**src/rtl/flt_rom_stream_sequencer_pkg.sv**
```systemverilog
// Shared types and helpers for the ROM-driven AXI-Stream stimulus sequencer.
package flt_rom_seq_pkg;

    typedef enum logic [1:0] {
        IDLE = 2'd0,
        RUN  = 2'd1,
        GAP  = 2'd2
    } seq_state_e;

    // Gap counter must hold GAP_CYCLES-1; keep at least one bit for GAP_CYCLES=0.
    function automatic int gap_cnt_w(input int gap_cycles);
        int w;
        w = $clog2(gap_cycles + 1);
        return (w < 1) ? 1 : w;
    endfunction

endpackage

```
**src/rtl/flt_rom_stream_sequencer_if.sv**
```systemverilog
// AXI-Stream style beat channel between the sequencer and the floating-point core input.
interface flt_rom_stream_sequencer_if #(
    parameter int TUSER_W = 4
);
    // A beat transfers on a rising edge where tvalid & tready; once tvalid is high,
    // tvalid/tlast/tuser (and the ROM data) hold until that transfer happens.
    logic               tvalid;
    logic               tready;
    logic               tlast;
    logic [TUSER_W-1:0] tuser;

    modport master (output tvalid, output tlast, output tuser, input tready);
    modport slave  (input tvalid, input tlast, input tuser, output tready);
endinterface

```
**src/rtl/flt_rom_stream_sequencer.sv**
```systemverilog
// Walks a synchronous vector ROM (addr 0..DEPTH-1) and emits stream beats aligned with
// the ROM's one-cycle read latency, with frame index in tuser and optional idle gaps.
module flt_rom_stream_sequencer
    import flt_rom_seq_pkg::*;
#(
    parameter int ADDR_W     = 4,
    parameter int DEPTH      = 11,
    parameter int GAP_CYCLES = 1,
    parameter int TUSER_W    = 4,
    parameter int CONTINUOUS = 1
) (
    input  logic                              clk,
    input  logic                              rst_n,
    input  logic                              start,
    input  logic                              stop,
    flt_rom_stream_sequencer_if.master        m_axis,
    output logic                              rom_en,
    output logic [ADDR_W-1:0]                 rom_addr,
    output logic                              busy,
    output logic                              frame_done,
    output seq_state_e                        dbg_state
);

    localparam int                GAP_W     = gap_cnt_w(GAP_CYCLES);
    localparam logic [ADDR_W-1:0] LAST_ADDR = ADDR_W'(DEPTH - 1);
    localparam logic [GAP_W-1:0]  GAP_LOAD  = GAP_W'((GAP_CYCLES > 0) ? GAP_CYCLES - 1 : 0);

    if (DEPTH < 1 || DEPTH > (1 << ADDR_W)) begin : g_bad_depth
        $error("DEPTH must be in 1..2**ADDR_W");
    end
    if (TUSER_W < 1) begin : g_bad_tuser
        $error("TUSER_W must be at least 1");
    end

    seq_state_e          r_state;
    logic [ADDR_W-1:0]   r_addr;
    logic                r_tvalid;
    logic                r_tlast;
    logic [TUSER_W-1:0]  r_tuser;
    logic [TUSER_W-1:0]  r_frame_cnt;
    logic [GAP_W-1:0]    r_gap_cnt;
    logic                r_stop_pend;
    logic                r_frame_done;

    logic                w_adv;
    logic                w_issue;
    logic                w_last_hs;
    logic                w_stop;
    logic                w_at_last;
    logic [TUSER_W-1:0]  w_frame_cur;

    assign w_adv     = !r_tvalid || m_axis.tready;
    assign w_issue   = w_adv && (r_state == RUN);
    assign w_last_hs = r_tvalid && m_axis.tready && r_tlast;
    assign w_stop    = r_stop_pend || stop;
    assign w_at_last = (r_addr == LAST_ADDR);
    // A frame's first beat can issue in the same cycle the previous tlast transfers.
    assign w_frame_cur = w_last_hs ? r_frame_cnt + TUSER_W'(1) : r_frame_cnt;

    always_ff @(posedge clk or negedge rst_n) begin
        if (!rst_n) begin
            r_state      <= IDLE;
            r_addr       <= '0;
            r_tvalid     <= 1'b0;
            r_tlast      <= 1'b0;
            r_tuser      <= '0;
            r_frame_cnt  <= '0;
            r_gap_cnt    <= '0;
            r_stop_pend  <= 1'b0;
            r_frame_done <= 1'b0;
        end else begin
            r_frame_done <= w_last_hs;
            if (w_last_hs) r_frame_cnt <= r_frame_cnt + TUSER_W'(1);

            if (w_adv) begin
                r_tvalid <= w_issue;
                r_tlast  <= w_issue && w_at_last;
                if (w_issue) r_tuser <= w_frame_cur;
            end

            case (r_state)
                IDLE: begin
                    r_stop_pend <= 1'b0;
                    r_addr      <= '0;
                    if (start && !stop) r_state <= RUN;
                end
                RUN: begin
                    if (stop) r_stop_pend <= 1'b1;
                    if (w_issue) begin
                        if (w_at_last) begin
                            r_addr <= '0;
                            if (GAP_CYCLES > 0) begin
                                r_state   <= GAP;
                                r_gap_cnt <= GAP_LOAD;
                            end else if (CONTINUOUS != 0 && !w_stop) begin
                                r_state <= RUN;
                            end else begin
                                r_state <= IDLE;
                            end
                        end else begin
                            r_addr <= r_addr + ADDR_W'(1);
                        end
                    end
                end
                GAP: begin
                    if (stop) r_stop_pend <= 1'b1;
                    if (r_gap_cnt == '0) begin
                        r_state <= (CONTINUOUS != 0 && !w_stop) ? RUN : IDLE;
                    end else begin
                        r_gap_cnt <= r_gap_cnt - GAP_W'(1);
                    end
                end
                default: r_state <= IDLE;
            endcase
        end
    end

    assign rom_en        = w_adv;
    assign rom_addr      = r_addr;
    assign m_axis.tvalid = r_tvalid;
    assign m_axis.tlast  = r_tlast;
    assign m_axis.tuser  = r_tuser;
    assign busy          = (r_state != IDLE);
    assign frame_done    = r_frame_done;
    assign dbg_state     = r_state;

endmodule

```
**src/flat_wrapper.sv**
```systemverilog
// flat-port wrapper written by rule: the top's interface ports become plain ports
module flt_rom_stream_sequencer_flat import flt_rom_seq_pkg::*;
#(
    parameter int ADDR_W     = 4,
    parameter int DEPTH      = 11,
    parameter int GAP_CYCLES = 1,
    parameter int TUSER_W    = 4,
    parameter int CONTINUOUS = 1
)
  (clk, rst_n, start, stop, rom_en, rom_addr, busy, frame_done, dbg_state, m_axis_tvalid, m_axis_tlast, m_axis_tuser, m_axis_tready);
  flt_rom_stream_sequencer_if #(.TUSER_W(TUSER_W)) m_axis_i ();
  input  logic clk;
  input  logic rst_n;
  input  logic start;
  input  logic stop;
  output logic rom_en;
  output logic [ADDR_W-1:0] rom_addr;
  output logic busy;
  output logic frame_done;
  output seq_state_e dbg_state;
  output wire logic [$bits(m_axis_i.tvalid)-1:0] m_axis_tvalid;
  output wire logic [$bits(m_axis_i.tlast)-1:0] m_axis_tlast;
  output wire logic [$bits(m_axis_i.tuser)-1:0] m_axis_tuser;
  input wire logic [$bits(m_axis_i.tready)-1:0] m_axis_tready;
  assign m_axis_tvalid = m_axis_i.tvalid;
  assign m_axis_tlast = m_axis_i.tlast;
  assign m_axis_tuser = m_axis_i.tuser;
  assign m_axis_i.tready = m_axis_tready;
  flt_rom_stream_sequencer #(.ADDR_W(ADDR_W), .DEPTH(DEPTH), .GAP_CYCLES(GAP_CYCLES), .TUSER_W(TUSER_W), .CONTINUOUS(CONTINUOUS)) u_core (.clk(clk), .rst_n(rst_n), .start(start), .stop(stop), .m_axis(m_axis_i), .rom_en(rom_en), .rom_addr(rom_addr), .busy(busy), .frame_done(frame_done), .dbg_state(dbg_state));
endmodule
```
**config.mk**
```make
export PLATFORM = sky130hd
export DESIGN_NAME = flt_rom_stream_sequencer_flat
export DESIGN_NICKNAME = d
export VERILOG_FILES = /design/src/rtl/flt_rom_stream_sequencer_pkg.sv /design/src/rtl/flt_rom_stream_sequencer_if.sv /design/src/rtl/flt_rom_stream_sequencer.sv /design/src/flat_wrapper.sv
export SDC_FILE = /design/constraint.sdc
export NUM_CORES = 1
export LEC_CHECK = 0
export ABC_AREA = 1
export BUFFER_PORTS_ARGS = -buffer_cell sky130_fd_sc_hd__buf_2
export CAP_MARGIN = 20
export CORE_ASPECT_RATIO = 0.9
export CORE_MARGIN = 2
export CORE_UTILIZATION = 34
export DETAILED_ROUTE_END_ITERATION = 7
export PLACE_DENSITY_LB_ADDON = 0.1
export SLEW_MARGIN = 20
export SYNTH_ARGS = -nofsm -noshare
export SYNTH_HDL_FRONTEND = slang
export SYNTH_SLANG_ARGS = --single-unit
```
**constraint.sdc**
```tcl
create_clock -name clk -period 2.71 [get_ports clk]
set_input_delay 0.1355 -clock clk [delete_from_list [all_inputs] [get_ports clk]]
set_output_delay 0.1355 -clock clk [all_outputs]
set_load 0.1 [all_outputs]
```
==> results by stage, run 1 <==
Floorplanning:
- The die is 54.47 um tall.
- The number of placed I/O pins is 20.
- The initial utilization of the core area, before any placement, comes to 35.31%.
- The total area inside the core boundary comes to about 2700 sq um.
- The die covers 3272 sq um.
- Measured along the x axis, the die boundary spans 60.08 um.
- The row count is 18.

Drt:
- The average detailed-routed wire length per instance is 9.933 um.
- The post-detailed-routing wire length is about 1.8 mm.
- The remaining antenna violation count is 0.
- Using the TritonRoute via totals, the vias-per-cell ratio works out to about 4.1.
- After detailed routing, the number of remaining DRC violations is 0.
- The vias after detailed routing is 721.
- The iteration-0 DRC count of the detailed router is 10.
- The pre-antenna-repair detailed-routing pass consisted of 4 iterations.

Global route:
- The first-pass GRT wire length is 2.911 mm.
- The maximum number of pins on one net before global-route repair is 19.
- The layer carrying the most global-route usage is met1.
- The number of global-route vias before repair is 648.
- The number of antenna violations at the first check in global routing is 0.
- The met2 usage in global routing is between 15 and 20%.
- The total global routing overflow is 0.
- In the global route stage, overall resource usage came out at 12.45%.
- The met1 track demand over resource in global routing is 17.57%.
- Global routing used under 10% of the available met3 tracks.

Outcome:
- The run finished with clean final reports.

Cells and area:
- The synthesis-to-finish area growth is 19.90%.
- Cells with a size suffix above 1 make up 27.54% of the layout.
- The net count of the finished layout is 152.
- The antenna diode instance count is 0.
- After routing the design area is 1154 sq um.

CTS:
- The tree is rooted in a clkbuf_4.
- The clock reaches the later pin of the worst-skew pair after 0.29 ns.
- TritonCTS built the clock tree.
- The total clock sinks is 18.
- TritonCTS created 3 clock buffers.
- The H-tree depth reported by CTS is 1.
- The clock slew at the register clock pins of the worst setup and hold paths is around 0.1 ns.
- The maximum number of buffers from clock root to sink is 2.

STA:
- The hold violation count in the final report was 0.
- At the pin with the least slew margin, the transition time is 0.4881 ns.
- Derived from the worst setup path, the maximum achievable clock frequency is roughly 600 MHz.
- The final-report setup violation count is 0.
- The post-layout minimum cycle time is 1.690 ns.
- Setup repair after global routing left no endpoint under its margin.
- The number of slew-limit violations in the final report came to 0.
- On the final layout, the worst hold slack is 0.1069 ns.
- The final clock period utilization by the worst path is 62.37%.
- The summed negative setup slack over all endpoints is 0 ns.
- The final worst clock skew is 0.007041 ns.
- The worst slew slack as a fraction of its limit is 67.69%.

Hold path:
- The tightest min-delay check is of the in -> reg type.
- The critical hold path startpoint is stop.

Synthesis:
- The share of synthesized area occupied by flip-flops and latches is 46.81%.
- The share of synthesized area in the top cell type comes to 46.81%.
- Averaged over all synthesized cells, the footprint is 8.440 sq um.
- The synthesized netlist net count is between 100 and 150.
- The warning count from the yosys run is 0.
- The netlist uses 17 different library cells.
- Summed over all instances, the cell type with the most area after synthesis is dfrtp_1.
- The area of the mapped netlist is 962.2 sq um.
- The number of synthesized register bits is 18.
- Sorting the synthesized cells by area gives the leading types as dfrtp_1, nand2_1, ha_1, inv_1, nand2_2.
- The instance count of the mapped netlist is 114.

Placement:
- The global placement routability congestion is 0.7859.
- Once detailed placement completed, the half-perimeter wirelength came to roughly 1.4 mm.
- The post-placement cell area is 1107 sq um.
- The number of port buffers is 19.

Worst setup path:
- The element type at the critical path start is a flip-flop.
- The startpoint of the most critical register-to-register path is u_core.dbg_state[1]$_DFFE_PN0P_.
- The biggest fanout along the worst timing path is 6.
- For the worst setup path, the data arrival time is 1.55 ns.
- The critical setup path kind is reg -> out.
- The first element of the critical path is u_core.dbg_state[0]$_DFFE_PN0P_.
- STA puts the critical path data required time at 2.57 ns.
- The worst setup path is captured at a primary output.

Job:
- The max-cap check violation count is 0.
state kept, by name, summed over array words and instances, names as in the netlist:
register / flops
u_core.r_stop_pend: 1
u_core.m_axis.tlast: 1
u_core.frame_done: 1
u_core.r_frame_cnt: 4
u_core.m_axis.tuser: 4
u_core.rom_addr: 4
u_core.dbg_state: 2
u_core.m_axis.tvalid: 1
per-layer routing:
metal | vias up | part of all wire, %
met5 | - | 0
met4 | 0 | 0
met3 | 0 | 4.1
met2 | 10 | 43
met1 | 317 | 53
li1 | 394 | -
cells by family (layout without fill, tap and decap cells):
group / Yosys count / after routing / share of synthesized area, %
AND/OR/NAND/NOR: 64 / 64 / 31.21
flip-flops: 18 / 18 / 46.81
buffers and inverters: 17 / 41 / 6.632
adder cells (fa/ha/maj): 8 / 8 / 10.40
AO/OA/AOI/OAI: 4 / 4 / 2.211
XOR/XNOR: 3 / 3 / 2.731
cell type report:
| type | instances | area, sq um |
|---|---|---|
| fill | 289 | 1572 |
| timing repair buffer | 20 | 105.1 |
| inverter | 17 | 63.81 |
| tap | 40 | 50.05 |
| sequential | 18 | 450.4 |
| multi-input combinational | 79 | 447.9 |
| clock buffer | 4 | 36.28 |
metrics by stage:
| stage | cells | util [%] | setup WS (ns) |
|---|---|---|---|
| after global placement | 173 | 40.63 | 1.369 |
| after CTS | 178 | 42.33 | 0.9962 |
| after global routing | 178 | 42.33 | 0.8924 |
| final | 178 | 42.33 | 1.020 |
| after floorplan | 114 | - | 0.1497 |
| after detailed placement | 173 | 40.63 | 1.322 |
worst max-delay path: stages (launching register included):
cell     delay (ns)
dfrtp_1        0.44
inv_1          0.09
ha_1           0.23
inv_1          0.09
buf_2          0.43
repair_timing:
item / CTS / global route
hold buffers: 1 / 0
setup buffers: 0 / 0
gates resized for setup: 0 / 0
hold endpoints to repair: 18 / 0
synth_stat cells:
library cell	n
a21oi_1	1
and2_1	1
dfrtp_1	18
ha_1	8
inv_1	13
inv_2	4
nand2_1	43
nand2_2	7
nand3_1	7
nand3_2	2
nor2_1	2
nor2_2	1
nor2_8	1
o21ai_0	2
o22ai_1	1
xnor2_1	1
xor2_1	2
cells in the final DEF (no fill, tap or decap), drive strengths merged:
master and count:
nand2 50, buf 19, dfrtp 18, inv 17
nand3 9, ha 8, clkbuf 4, nor2 4
xor2 2, o21ai 2, and2 1, a21oi 1
xnor2 1, o22ai 1, dlygate4sd3 1
path summary, 6_finish.rpt:
check / end / slack [ns] / cells past startpoint
max: busy / 1.02 / 4
min: u_core.r_stop_pend$_DFFE_PN0P_ / 0.11 / 3
max reg2reg: u_core.rom_addr[3]$_DFFE_PN0P_ / 1.37 / 8
min reg2reg: u_core.m_axis.tuser[2]$_DFFE_PN0P_ / 0.49 / 2
max in group asynchronous: u_core.rom_addr[0]$_DFFE_PN0P_ / 2.11 / 2
min in group asynchronous: u_core.r_frame_cnt[2]$_DFF_PN0_ / 0.30 / 2
Power of run 1 is not shown: default switching activity piles up to over one toggle a cycle in this logic, so the estimate is an artifact.
==> inputs of run 2 (changes only) <==
clock period = 1.36 ns   (was 2.71 ns; I/O delays follow)
==> run 2 against run 1 <==
Cell area is 20% higher; sequential share of layout area shrank 5.1 points; critical endpoint unchanged; worst hold slack got worse by 0.040 ns; non-clock buffer count is 9 higher; the run now ends with setup timing left; wire length up 11%; first-iteration DRC count is 100% higher; final cell count grew 5.1%; utilization grew 8.4 points; critical path depth increased by 1; flip-flop and latch count stayed put; global-route usage is 2.0 points higher; count of clock-buffer cells in the layout did not move; critical path type unchanged.
==> results by stage, run 2 (synthesized netlist as in run 1, its figures left out) <==
Outcome:
- The flow ran to the end, but the final reports show violations.
- The final reports fail on setup timing.

CTS:
- The total clock sinks is 18.
- After clock tree synthesis, the clock-pin slew on the worst setup and hold paths is 0.11 ns.
- The source-to-sink clock delay at the later pin of the worst-skew pair is ~0.3 ns.
- The number of clock buffers added by TritonCTS is 3.
- In this run the clock root is driven by a clkbuf_4.
- The H-tree depth reported by CTS is 1.
- The TritonCTS clock tree is done.
- The maximum number of buffers from clock root to sink is 2.

Worst setup path:
- The biggest fanout along the worst timing path is 2.
- The critical path is of the reg -> out type.
- In this run the critical register-to-register path is launched from u_core.dbg_state[1]$_DFFE_PN0P_.
- The worst register-to-register path ends at u_core.rom_addr[1]$_DFFE_PN0P_.
- In this run the worst setup path begins at u_core.dbg_state[1]$_DFFE_PN0P_.
- The worst setup path is captured at a primary output.
- The number of cells on the worst reg-to-reg path is 9.
- For flop-to-flop paths, the worst setup slack is around 0.030 ns.
- Data on the critical path is required at its endpoint by 1.29 ns.
- The element type at the critical path start is a flip-flop.
- Following the worst setup path forward leads to its endpoint at busy.
- Data on the critical path arrives at its endpoint at 1.38 ns.

STA:
- Headroom to the max-slew limit came out at 67.79%.
- For the final database, setup skew stands at 0.004091 ns.
- Setup violations remaining at the end of the flow were counted as 1.
- Static timing analysis puts the maximum clock frequency at 693.0 MHz.
- Setup slack on the critical path of the routed design comes to -0.08305 ns.
- The routed design could run at a clock period as short as 1.443 ns.
- The number of slew-limit violations in the final report is 0.
- For the final routed database, the setup TNS stands at -0.08305 ns.
- The slew at the pin closest to its max-slew limit is 0.4866 ns.
- Setup repair after global routing could not meet its margin everywhere.
- Dividing the final minimum period by the clock period gives 106.1%.
- The hold violation count in the final report is 0.

Drt:
- After detailed routing, the number of remaining DRC violations is 0.
- Once detail routing completed, the nets flagged for antenna violations numbered 0.
- The average detailed-routed wire length per instance is 10.47 um.
- In this run, the number of DRC markers left after iteration 0 of detailed routing was 20.
- The first detailed-routing pass took 2 iterations.
- The detail-routed via count per cell is 4.262.
- The routed layout has 797 vias.
- The post-detailed-routing wire length is 1.958 mm.

Global route:
- Global routing finished with a remaining overflow of 0.
- The layer carrying the most global-route usage is met2.
- The maximum number of pins on one net before global-route repair is 19.
- The first global-routing pass estimated 3.339 mm of wire.
- The number of global-route vias before repair is 751.
- The met1 track demand over resource in global routing is 19.44%.
- Global routing used between 20% and 30% of the available met2 tracks.
- The number of antenna violations at the first check in global routing is 0.
- In the global route stage, met3 resource usage came out at 2.364%.
- Global routing used 14.41% of the available tracks.

Cells and area:
- In the layout the commonest cells are nand2_1, buf_2, dfrtp_1, inv_1, buf_4.
- The most common cell after layout, fill and taps aside is nand2_1.
- The number of antenna diodes in the final layout is 0.
- In the final design database the tool counted between 150 and 200 nets.
- The post-route netlist has 42.86% of its cells at a drive strength greater than 1.
- After routing the design area is 1383 sq um.
- Compared with the post-synthesis result, the final layout area differs by 43.69%.
- After the flow finishes, the layout carries non-filler instances totaling 187.
- The number of fill cells is ~270.

Hold path:
- The worst hold path cell count is 3.
- The min-delay analysis places its worst path in the category in -> reg.

Floorplanning:
- 20 I/O pins were placed.
- The row count is 18.
- The floorplan step defined a die boundary enclosing between 3000 and 4000 sq um.
- The die is 60.08 um wide.
- After floorplanning, the core was sized to cover between 2000 and 3000 sq um.
- The initial cell density of the core is a little over a third.
- The die span in y is 54.47 um.

Placement:
- The half-perimeter wire length after placement is 1.433 mm.
- The count of buffers added on input and output ports is 19.
- Summing all placed instances gives a cell area of around 1200 sq um.
- The global placement routability congestion is 0.8081.
- The cell count after placement is between 150 and 200.

Job:
- Across the run, the number of max-cap violations was 0.
[run 2: changes by cell type in the layout (fill, tap and decap cells not counted), moves of 3 or more]
cell and delta:
ha_1 -3, inv_4 +3, nand2_1 -3, inv_1 -3
buf_2 -5, dfrtp_2 +3, dfrtp_4 +4, nand2_4 +4
buf_4 +8, dfrtp_1 -7
[run 2: worst min path at each step]
stage / to / start / slack [ns]
after detailed placement: u_core.r_stop_pend$_DFFE_PN0P_ / rst_n / 0.03
final: u_core.frame_done$_DFF_PN0_ / m_axis_tready / 0.07
after floorplan: u_core.frame_done$_DFF_PN0_ / rst_n / -0.23
after global routing: u_core.frame_done$_DFF_PN0_ / m_axis_tready / 0.06
after global placement: u_core.r_stop_pend$_DFFE_PN0P_ / rst_n / 0.03
after CTS: u_core.frame_done$_DFF_PN0_ / m_axis_tready / 0.05
[run 2: through the flow]
stage                     setup slack (ns)  hold WS (ns)  utilization (%)
after global placement             0.06027       0.03204            44.54
after detailed placement           0.02121       0.03287            44.54
after CTS                          -0.1016       0.05293            49.59
after global routing               -0.1424       0.05981            50.73
after floorplan                    -0.5191       -0.2276                -
final                             -0.08305       0.06657            50.73
[run 2: routing by layer]
layer  wire [um]  up-vias  part of all wire (%)
li1            -      414                     -
met1        1007      360                    51
met2         812       18                    41
met3          87        5                   4.4
met4          51        0                   2.6
met5           0        -                     0
[run 2: critical path, stage by stage, from the launching register on]
cell and delay, ns:
dfrtp_4 0.51, inv_4 0.07, ha_4 0.14, clkinvlp_4 0.08, buf_6 0.12, buf_12 0.15
[run 2: what timing repair did]
action,CTS,global route
setup endpoints to repair,3,9
hold endpoints to repair,19,0
hold buffers,2,0
resized for setup,11,8
setup buffers,5,1
pin swaps,3,7
[run 2: cell type report]
cell class / instances / area [sq um] / share of cell area (%)
repair buffers: 29 / 220.2 / 15.93
well taps: 40 / 50.05 / 3.620
flip-flops and latches: 18 / 469.2 / 33.94
multi-input cells: 79 / 531.8 / 38.46
inverters: 17 / 75.07 / 5.430
clock buffers: 4 / 36.28 / 2.624
Power of run 2 is left out for the same reason.
